==> src/rtl/uart_pkg.sv <==
// Shared definitions for the bus-mapped UART: register map, status bit positions,
// transmitter state encoding and bus widths.
package uart_pkg;

    localparam int unsigned ADDR_W = 30;
    localparam int unsigned BUS_W  = 32;
    localparam int unsigned MASK_W = 4;
    localparam int unsigned BYTE_W = 8;
    localparam int unsigned DIV_W  = 16;

    localparam int unsigned REG_TXDATA  = 0;
    localparam int unsigned REG_STATUS  = 1;
    localparam int unsigned REG_DIVISOR = 2;

    localparam int unsigned ST_FULL  = 0;
    localparam int unsigned ST_EMPTY = 1;
    localparam int unsigned ST_BUSY  = 2;
    localparam int unsigned ST_OVF   = 3;

    typedef enum logic [1:0] {
        TX_IDLE,
        TX_START,
        TX_DATA,
        TX_STOP
    } tx_state_t;

    // A divisor of zero still yields a one-cycle bit.
    function automatic logic [DIV_W-1:0] period_of(input logic [DIV_W-1:0] div);
        return (div == '0) ? DIV_W'(1) : div;
    endfunction

endpackage

==> src/rtl/bus_uart_tx_if.sv <==
// CPU word bus as seen by a memory-mapped peripheral; read data is OR-combinable.
interface bus_uart_tx_if;
    import uart_pkg::*;

    logic [ADDR_W-1:0] bus_addr;
    logic [BUS_W-1:0]  bus_data_w;
    logic [MASK_W-1:0] bus_mask_w;
    logic [BUS_W-1:0]  bus_data_r;

    modport master (
        output bus_addr,
        output bus_data_w,
        output bus_mask_w,
        input  bus_data_r
    );

    modport slave (
        input  bus_addr,
        input  bus_data_w,
        input  bus_mask_w,
        output bus_data_r
    );

endinterface

==> src/rtl/sync_fifo.sv <==
// Single-clock FIFO with count-based full/empty; a push while full is accepted
// only when a pop happens on the same edge.
module sync_fifo #(
    parameter int unsigned WIDTH = 8,
    parameter int unsigned DEPTH = 8
) (
    input  logic                   clock,
    input  logic                   reset,
    input  logic                   push,
    input  logic                   pop,
    input  logic [WIDTH-1:0]       wdata,
    output logic [WIDTH-1:0]       head_c,
    output logic                   full,
    output logic                   empty,
    output logic [$clog2(DEPTH):0] count
);

    localparam int unsigned AW = $clog2(DEPTH);
    localparam int unsigned CW = AW + 1;

    logic [WIDTH-1:0] mem [DEPTH];
    logic [AW-1:0]    wr_ptr;
    logic [AW-1:0]    rd_ptr;
    logic             do_pop_c;
    logic             do_push_c;
    logic [CW-1:0]    count_next_c;

    assign do_pop_c  = pop && !empty;
    assign do_push_c = push && (!full || do_pop_c);
    assign head_c    = mem[rd_ptr];

    always_comb begin
        count_next_c = count;
        if (do_push_c && !do_pop_c) begin
            count_next_c = count + CW'(1);
        end else if (!do_push_c && do_pop_c) begin
            count_next_c = count - CW'(1);
        end
    end

    // Pointers wrap naturally because DEPTH is a power of two.
    always_ff @(posedge clock or negedge reset) begin
        if (!reset) begin
            wr_ptr <= '0;
            rd_ptr <= '0;
            count  <= '0;
            full   <= 1'b0;
            empty  <= 1'b1;
        end else begin
            if (do_push_c) begin
                wr_ptr <= wr_ptr + AW'(1);
            end
            if (do_pop_c) begin
                rd_ptr <= rd_ptr + AW'(1);
            end
            count <= count_next_c;
            full  <= (count_next_c == CW'(DEPTH));
            empty <= (count_next_c == '0);
        end
    end

    always_ff @(posedge clock) begin
        if (do_push_c) begin
            mem[wr_ptr] <= wdata;
        end
    end

endmodule

==> src/rtl/bus_uart_tx.sv <==
// Memory-mapped 8N1 UART transmitter: TXDATA/STATUS/DIVISOR registers in front of
// a byte FIFO feeding a start/data/stop serializer.
module bus_uart_tx
    import uart_pkg::*;
#(
    parameter logic [ADDR_W-1:0] BASE     = 30'h0400_0000,
    parameter int unsigned       DEPTH    = 8,
    parameter logic [DIV_W-1:0]  DIV_INIT = 16'd16
) (
    input  logic          clock,
    input  logic          reset,
    bus_uart_tx_if.slave  bus,
    output logic          txd
);

    localparam int unsigned CW = $clog2(DEPTH) + 1;

    logic              hit_c;
    logic              wr_c;
    logic [1:0]        reg_c;
    logic              push_c;
    logic              pop_c;
    logic              ovf_clr_c;
    logic              div_wr_c;
    logic              bit_end_c;
    logic [BUS_W-1:0]  status_c;
    logic [BYTE_W-1:0] head_c;
    logic              fifo_full;
    logic              fifo_empty;
    logic [CW-1:0]     fifo_count;
    logic              unused_c;

    logic              overflow;
    logic [DIV_W-1:0]  div;
    tx_state_t         state;
    logic [BYTE_W-1:0] shift_q;
    logic [DIV_W-1:0]  bit_cnt;
    logic [DIV_W-1:0]  period_q;
    logic [2:0]        bit_idx;

    assign hit_c     = (bus.bus_addr[ADDR_W-1:2] == BASE[ADDR_W-1:2]);
    assign reg_c     = bus.bus_addr[1:0];
    assign wr_c      = |bus.bus_mask_w;
    assign push_c    = hit_c && wr_c && (reg_c == 2'(REG_TXDATA)) && bus.bus_mask_w[0];
    assign ovf_clr_c = hit_c && wr_c && (reg_c == 2'(REG_STATUS)) && bus.bus_mask_w[0]
                       && bus.bus_data_w[ST_OVF];
    assign div_wr_c  = hit_c && wr_c && (reg_c == 2'(REG_DIVISOR));
    assign bit_end_c = (bit_cnt == period_q - DIV_W'(1));
    assign pop_c     = !fifo_empty && ((state == TX_IDLE) || ((state == TX_STOP) && bit_end_c));
    assign unused_c  = ^{bus.bus_data_w[BUS_W-1:DIV_W], fifo_count};

    always_comb begin
        status_c           = '0;
        status_c[ST_FULL]  = fifo_full;
        status_c[ST_EMPTY] = fifo_empty;
        status_c[ST_BUSY]  = (state != TX_IDLE);
        status_c[ST_OVF]   = overflow;
    end

    sync_fifo #(
        .WIDTH (BYTE_W),
        .DEPTH (DEPTH)
    ) u_fifo (
        .clock  (clock),
        .reset  (reset),
        .push   (push_c),
        .pop    (pop_c),
        .wdata  (bus.bus_data_w[BYTE_W-1:0]),
        .head_c (head_c),
        .full   (fifo_full),
        .empty  (fifo_empty),
        .count  (fifo_count)
    );

    // Register file and one-cycle read path; non-read cycles return zero.
    always_ff @(posedge clock or negedge reset) begin
        if (!reset) begin
            overflow       <= 1'b0;
            div            <= DIV_INIT;
            bus.bus_data_r <= '0;
        end else begin
            if (ovf_clr_c) begin
                overflow <= 1'b0;
            end else if (push_c && fifo_full && !pop_c) begin
                overflow <= 1'b1;
            end
            if (div_wr_c && bus.bus_mask_w[0]) begin
                div[7:0] <= bus.bus_data_w[7:0];
            end
            if (div_wr_c && bus.bus_mask_w[1]) begin
                div[15:8] <= bus.bus_data_w[15:8];
            end
            if (hit_c && !wr_c) begin
                case (reg_c)
                    2'(REG_STATUS):  bus.bus_data_r <= status_c;
                    2'(REG_DIVISOR): bus.bus_data_r <= BUS_W'(div);
                    default:         bus.bus_data_r <= '0;
                endcase
            end else begin
                bus.bus_data_r <= '0;
            end
        end
    end

    // Serializer; the bit period is re-sampled from div at every bit boundary.
    always_ff @(posedge clock or negedge reset) begin
        if (!reset) begin
            state    <= TX_IDLE;
            shift_q  <= '0;
            bit_cnt  <= '0;
            period_q <= DIV_W'(1);
            bit_idx  <= '0;
            txd      <= 1'b1;
        end else begin
            case (state)
                TX_IDLE: begin
                    txd <= 1'b1;
                    if (!fifo_empty) begin
                        state    <= TX_START;
                        shift_q  <= head_c;
                        txd      <= 1'b0;
                        bit_cnt  <= '0;
                        period_q <= period_of(div);
                    end
                end
                TX_START: begin
                    if (bit_end_c) begin
                        state    <= TX_DATA;
                        txd      <= shift_q[0];
                        bit_idx  <= '0;
                        bit_cnt  <= '0;
                        period_q <= period_of(div);
                    end else begin
                        bit_cnt <= bit_cnt + DIV_W'(1);
                    end
                end
                TX_DATA: begin
                    if (bit_end_c) begin
                        bit_cnt  <= '0;
                        period_q <= period_of(div);
                        if (bit_idx == 3'(BYTE_W - 1)) begin
                            state <= TX_STOP;
                            txd   <= 1'b1;
                        end else begin
                            shift_q <= {1'b0, shift_q[BYTE_W-1:1]};
                            txd     <= shift_q[1];
                            bit_idx <= bit_idx + 3'(1);
                        end
                    end else begin
                        bit_cnt <= bit_cnt + DIV_W'(1);
                    end
                end
                TX_STOP: begin
                    if (bit_end_c) begin
                        bit_cnt  <= '0;
                        period_q <= period_of(div);
                        if (!fifo_empty) begin
                            state   <= TX_START;
                            shift_q <= head_c;
                            txd     <= 1'b0;
                        end else begin
                            state <= TX_IDLE;
                        end
                    end else begin
                        bit_cnt <= bit_cnt + DIV_W'(1);
                    end
                end
                default: begin
                    state <= TX_IDLE;
                    txd   <= 1'b1;
                end
            endcase
        end
    end

endmodule
==> src/flat_wrapper.sv <==
// flat-port wrapper written by rule: the top's interface ports become plain ports
module bus_uart_tx_flat import uart_pkg::*;
#(
    parameter logic [ADDR_W-1:0] BASE     = 30'h0400_0000,
    parameter int unsigned       DEPTH    = 8,
    parameter logic [DIV_W-1:0]  DIV_INIT = 16'd16
)
  (clock, reset, txd, bus_bus_addr, bus_bus_data_w, bus_bus_mask_w, bus_bus_data_r);
  bus_uart_tx_if bus_i ();
  input  logic clock;
  input  logic reset;
  output logic txd;
  input wire logic [$bits(bus_i.bus_addr)-1:0] bus_bus_addr;
  input wire logic [$bits(bus_i.bus_data_w)-1:0] bus_bus_data_w;
  input wire logic [$bits(bus_i.bus_mask_w)-1:0] bus_bus_mask_w;
  output wire logic [$bits(bus_i.bus_data_r)-1:0] bus_bus_data_r;
  assign bus_i.bus_addr = bus_bus_addr;
  assign bus_i.bus_data_w = bus_bus_data_w;
  assign bus_i.bus_mask_w = bus_bus_mask_w;
  assign bus_bus_data_r = bus_i.bus_data_r;
  bus_uart_tx #(.BASE(BASE), .DEPTH(DEPTH), .DIV_INIT(DIV_INIT)) u_core (.clock(clock), .reset(reset), .bus(bus_i), .txd(txd));
endmodule
==> config.mk <==
export PLATFORM = sky130hd
export DESIGN_NAME = bus_uart_tx_flat
export DESIGN_NICKNAME = d
export VERILOG_FILES = /design/src/rtl/uart_pkg.sv /design/src/rtl/bus_uart_tx_if.sv /design/src/rtl/sync_fifo.sv /design/src/rtl/bus_uart_tx.sv /design/src/flat_wrapper.sv
export SDC_FILE = /design/constraint.sdc
export NUM_CORES = 1
export LEC_CHECK = 0
export BUFFER_PORTS_ARGS = -buffer_cell sky130_fd_sc_hd__clkbuf_2
export CAP_MARGIN = 20
export CORE_MARGIN = 5
export CORE_UTILIZATION = 55
export DETAILED_ROUTE_END_ITERATION = 10
export GPL_TIMING_DRIVEN = 0
export PLACE_DENSITY_LB_ADDON = 0.2
export SLEW_MARGIN = 20
export SYNTH_ARGS = -nofsm -noshare
export SYNTH_HDL_FRONTEND = slang
export SYNTH_HIERARCHICAL = 1
export SYNTH_SLANG_ARGS = --single-unit
==> constraint.sdc <==
create_clock -name clock -period 7.65 [get_ports clock]
set_input_delay 1.1475 -clock clock [delete_from_list [all_inputs] [get_ports clock]]
set_output_delay 1.1475 -clock clock [all_outputs]
set_load 0.02 [all_outputs]
==> metrics.txt <==
# TYPE chip_impl_metric gauge
chip_impl_metric{name="synth_area_per_cell",unit="sq um"} 13.23
chip_impl_metric{name="grt_pass1_vias",unit=""} 5115
chip_impl_metric{name="placed_cell_area",unit="sq um"} 8282
chip_impl_info{name="cts_root_buf",value="sky130_fd_sc_hd__clkbuf_16"} 1
chip_impl_metric{name="floorplan.die_area",unit="sq um"} 16360
chip_impl_metric{name="core.rowCount",unit=""} 43
chip_impl_info{name="synth_largest_area_cell",value="sky130_fd_sc_hd__dfrtp_1"} 1
chip_impl_metric{name="netlist_instances",unit=""} 578
chip_impl_metric{name="post-route-min-period",unit="ps"} 5108
chip_impl_metric{name="drc",unit=""} 0
chip_impl_metric{name="cts-buffers-inserted",unit=""} 17
chip_impl_metric{name="slew_viol_final",unit=""} 0
chip_impl_metric{name="mapped_area",unit="sq um"} 7646
chip_impl_metric{name="finalCoreUtilization",unit=""} 0.6453
chip_impl_metric{name="clock.fmax",unit="GHz"} 0.1958
chip_impl_metric{name="floorplan.initialDensity",unit=""} 0.5551
chip_impl_metric{name="finalSetupTns",unit="ps"} 0
chip_impl_metric{name="placeableCoreArea",unit="sq um"} 13770
chip_impl_info{name="worst_setup_path_start_kind",value="flip-flop"} 1
chip_impl_metric{name="die-height",unit="microns"} 127.9
chip_impl_metric{name="synth.yosys.warnings",unit=""} 6
chip_impl_metric{name="drt-wirelength-per-cell",unit="microns"} 17.94
chip_impl_metric{name="detail_route.iter0.violations",unit=""} 455
chip_impl_metric{name="clock_tree.buffer_depth",unit=""} 2
chip_impl_info{name="run_status",value="complete, no violations"} 1
chip_impl_metric{name="synth_enable_flop_cells",unit=""} 64
chip_impl_metric{name="post_cts_resize_count",unit=""} 0
chip_impl_info{name="tritoncts",value="done"} 1
chip_impl_metric{name="drt_pass1_iterations",unit=""} 4
chip_impl_metric{name="cts_num_sinks",unit=""} 155
chip_impl_info{name="synth_top_flop_cell",value="sky130_fd_sc_hd__dfrtp_1"} 1
chip_impl_metric{name="clkSlewWorstSetupHoldPaths",unit="ps"} 70
chip_impl_metric{name="ios",unit=""} 101
chip_impl_metric{name="max_fanout_on_critical_path",unit=""} 8
chip_impl_metric{name="max_slew.worst_pin.slew",unit="ps"} 798.7
chip_impl_metric{name="layout.cell_area.non_filler",unit="sq um"} 8887
chip_impl_metric{name="die_width",unit="microns"} 127.9
chip_impl_metric{name="hold_vio_cnt_final",unit=""} 0
chip_impl_info{name="holdCritPathClass",value="flip-flop to flip-flop"} 1
chip_impl_metric{name="cp_data_arrival_time",unit="ps"} 5160
chip_impl_metric{name="ir_drop_worst_vdd",unit="mV"} 0.2211
chip_impl_metric{name="cts.htree.levels",unit=""} 4
chip_impl_metric{name="critPathRequiredTime",unit="ps"} 7700
chip_impl_metric{name="grt_pass1_wl",unit="microns"} 26080
chip_impl_metric{name="dp.final_hpwl",unit="microns"} 11050
chip_impl_metric{name="grt_start_max_net_pins",unit=""} 92
chip_impl_metric{name="min_period_over_period",unit=""} 0.6677
chip_impl_metric{name="fill_cells",unit=""} 1033
chip_impl_metric{name="syn_to_final_growth",unit="%"} 16.23
chip_impl_metric{name="leakage",unit="nW"} 3.952
chip_impl_metric{name="tightest_slew_margin_relative_to_the_limit",unit=""} 0.4655
chip_impl_info{name="yosys-top-cells-area",value="sky130_fd_sc_hd__dfrtp_1, sky130_fd_sc_hd__edfxtp_1, sky130_fd_sc_hd__mux2_2"} 1
chip_impl_metric{name="gp_congestion",unit=""} 0.8457
chip_impl_metric{name="fin_hold_ws",unit="ps"} 506.1
chip_impl_metric{name="netlist.area_leader.share",unit=""} 0.2847
chip_impl_metric{name="drt-vias-per-instance",unit=""} 5.756
chip_impl_metric{name="cts-hold-fix-buffers",unit=""} 0
chip_impl_metric{name="routed_wl",unit="microns"} 15660
chip_impl_metric{name="postSynth.asyncResetShare",unit=""} 0.5871
chip_impl_metric{name="ys_types",unit=""} 68
chip_impl_metric{name="setup_slack_reg_to_reg",unit="ps"} 2540
chip_impl_metric{name="antenna_cells",unit=""} 0
chip_impl_metric{name="power_per_cell_area",unit="nW/um^2"} 248.4
chip_impl_metric{name="final_antenna_net_count",unit=""} 0
chip_impl_metric{name="globalRoute.totalOverflow",unit=""} 0
chip_impl_metric{name="clock_insertion_delay_worst_skew",unit="ps"} 420
chip_impl_metric{name="seq_area_frac_synth",unit=""} 0.5498
chip_impl_metric{name="cap_viol_max_count",unit=""} 0
chip_impl_metric{name="clock_skew",unit="ps"} 10.70
chip_impl_metric{name="portBuffers",unit=""} 68
chip_impl_metric{name="layout-drive-gt1-share",unit=""} 0.2771
chip_impl_metric{name="groute.usage.overall",unit=""} 0.2058
chip_impl_info{name="layout_common_cells",value="sky130_fd_sc_hd__dfrtp_1, sky130_fd_sc_hd__clkbuf_2, sky130_fd_sc_hd__edfxtp_1"} 1
chip_impl_metric{name="synth.ff_latch_count",unit=""} 155
chip_impl_info{name="rsz0062_at_grt",value="false"} 1
chip_impl_info{name="critical_path.endpoint_type",value="flip-flop"} 1
chip_impl_metric{name="number_of_antenna_violations_at_the_first_check_in_global_routing",unit=""} 0
chip_impl_metric{name="routed-via-count",unit=""} 5025
chip_impl_metric{name="finalSetupViolCount",unit=""} 0
chip_impl_info{name="layout_commonest_cell",value="sky130_fd_sc_hd__dfrtp_1"} 1
chip_impl_metric{name="cts_post_setup_buffers_inserted",unit=""} 0
chip_impl_metric{name="fin_nets",unit=""} 765
chip_impl_info{name="worstSetupPathType",value="flip-flop to flip-flop"} 1
-- flip-flops by register name, summed over array words and instances (netlist names) --
name	count
u_core/bit_idx	3
u_core/txd	1
u_core/u_fifo/empty	1
u_core/period_q	16
u_core/u_fifo/wr_ptr	3
u_core/overflow	1
u_core/shift_q	8
u_core/state	2
u_core/u_fifo/count	4
u_core/u_fifo/mem	64
u_core/div	16
u_core/u_fifo/full	1
u_core/bus.bus_data_r	16
u_core/u_fifo/rd_ptr	3
u_core/bit_cnt	16
-- cells in the mapped netlist (all sizes together) (4+ instances only) --
| master | n |
|---|---|
| dfrtp | 87 |
| edfxtp | 64 |
| mux2 | 56 |
| nor2 | 31 |
| buf | 28 |
| nand2 | 27 |
| nor4 | 20 |
| a21oi | 19 |
| ha | 17 |
| nor3 | 17 |
| xnor2 | 17 |
| mux4 | 16 |
| or3 | 15 |
| and2 | 13 |
| and3 | 13 |
| inv | 13 |
| a31oi | 12 |
| o21ai | 12 |
| clkbuf | 11 |
| nand2b | 8 |
| o21a | 7 |
| xor2 | 7 |
| nand3 | 5 |
| a22o | 4 |
| a22oi | 4 |
| dfstp | 4 |
| mux2i | 4 |
-- worst paths after layout --
kind,start,to,cells past startpoint
worst min register to register,u_core/shift_q[5],u_core/shift_q[5],1
worst max register to register,u_core/period_q[1],u_core/u_fifo/mem[7][5],13
worst min-delay path,u_core/shift_q[5],u_core/shift_q[5],1
worst max-delay path,u_core/period_q[1],u_core/u_fifo/mem[7][5],13
min in group asynchronous,reset,u_core/bit_idx[1],1
max in group asynchronous,reset,u_core/period_q[9],1
-- power by group --
part	switching, W	internal, W	leakage [nW]
registers	0.0000311	0.000901	1.80
logic	0.000225	0.000204	1.86
clock network	0.000379	0.000468	0.294
-- worst max-delay path, stage by stage, from the launching register on --
cell	delay [ps]
sky130_fd_sc_hd__dfrtp_1	400
sky130_fd_sc_hd__inv_1	80
sky130_fd_sc_hd__ha_1	240
sky130_fd_sc_hd__or3b_4	430
sky130_fd_sc_hd__or3_1	350
sky130_fd_sc_hd__a21o_1	160
sky130_fd_sc_hd__a2111o_1	490
sky130_fd_sc_hd__a2111oi_4	460
sky130_fd_sc_hd__a21oi_1	210
sky130_fd_sc_hd__nor2_1	260
sky130_fd_sc_hd__nand2b_1	230
sky130_fd_sc_hd__a21boi_1	530
sky130_fd_sc_hd__nand2_1	230
sky130_fd_sc_hd__nor2_1	670
-- cell families after synthesis --
kind of cell    Yosys count  synth area share
other cells               1         0.0004904
flops                   155            0.5498
xor+xnor                 25           0.03044
buf+inv                  52           0.04140
mux                      76            0.1466
simple gates            167            0.1204
compound gates           85           0.08297
fa+ha+maj                17           0.02782
-- metal layers --
metal,vias to the layer above,track usage,wire (microns),part of all wire
met4,0,0.04994,105,0.0067
met3,11,0.05958,822,0.052
met2,134,0.3303,7713,0.49
met5,-,0,0,0
met1,2512,0.2795,7016,0.45
li1,2368,-,-,-
-- through the flow --
stage	cells	power, W	setup WS, ps
floorplan	593	0.001266	3319
global placement	841	0.001354	2383
detailed placement	841	0.001375	2272
CTS	873	0.002227	2238
global route	873	0.002311	2195
finish	873	0.002208	2542
-- final cells by class --
cell class,count,area [sq um],area share
flip-flops and latches,155,4204,0.4730
multi-input cells,386,3192,0.3591
clock buffers,17,425.4,0.04787
repair buffers,68,349.1,0.03928
plain buffers,39,267.8,0.03013
well taps,180,225.2,0.02534
clock inverters,15,175.2,0.01971
inverters,13,48.80,0.005491
No activity file was read; power rests on OpenSTA's default activity.
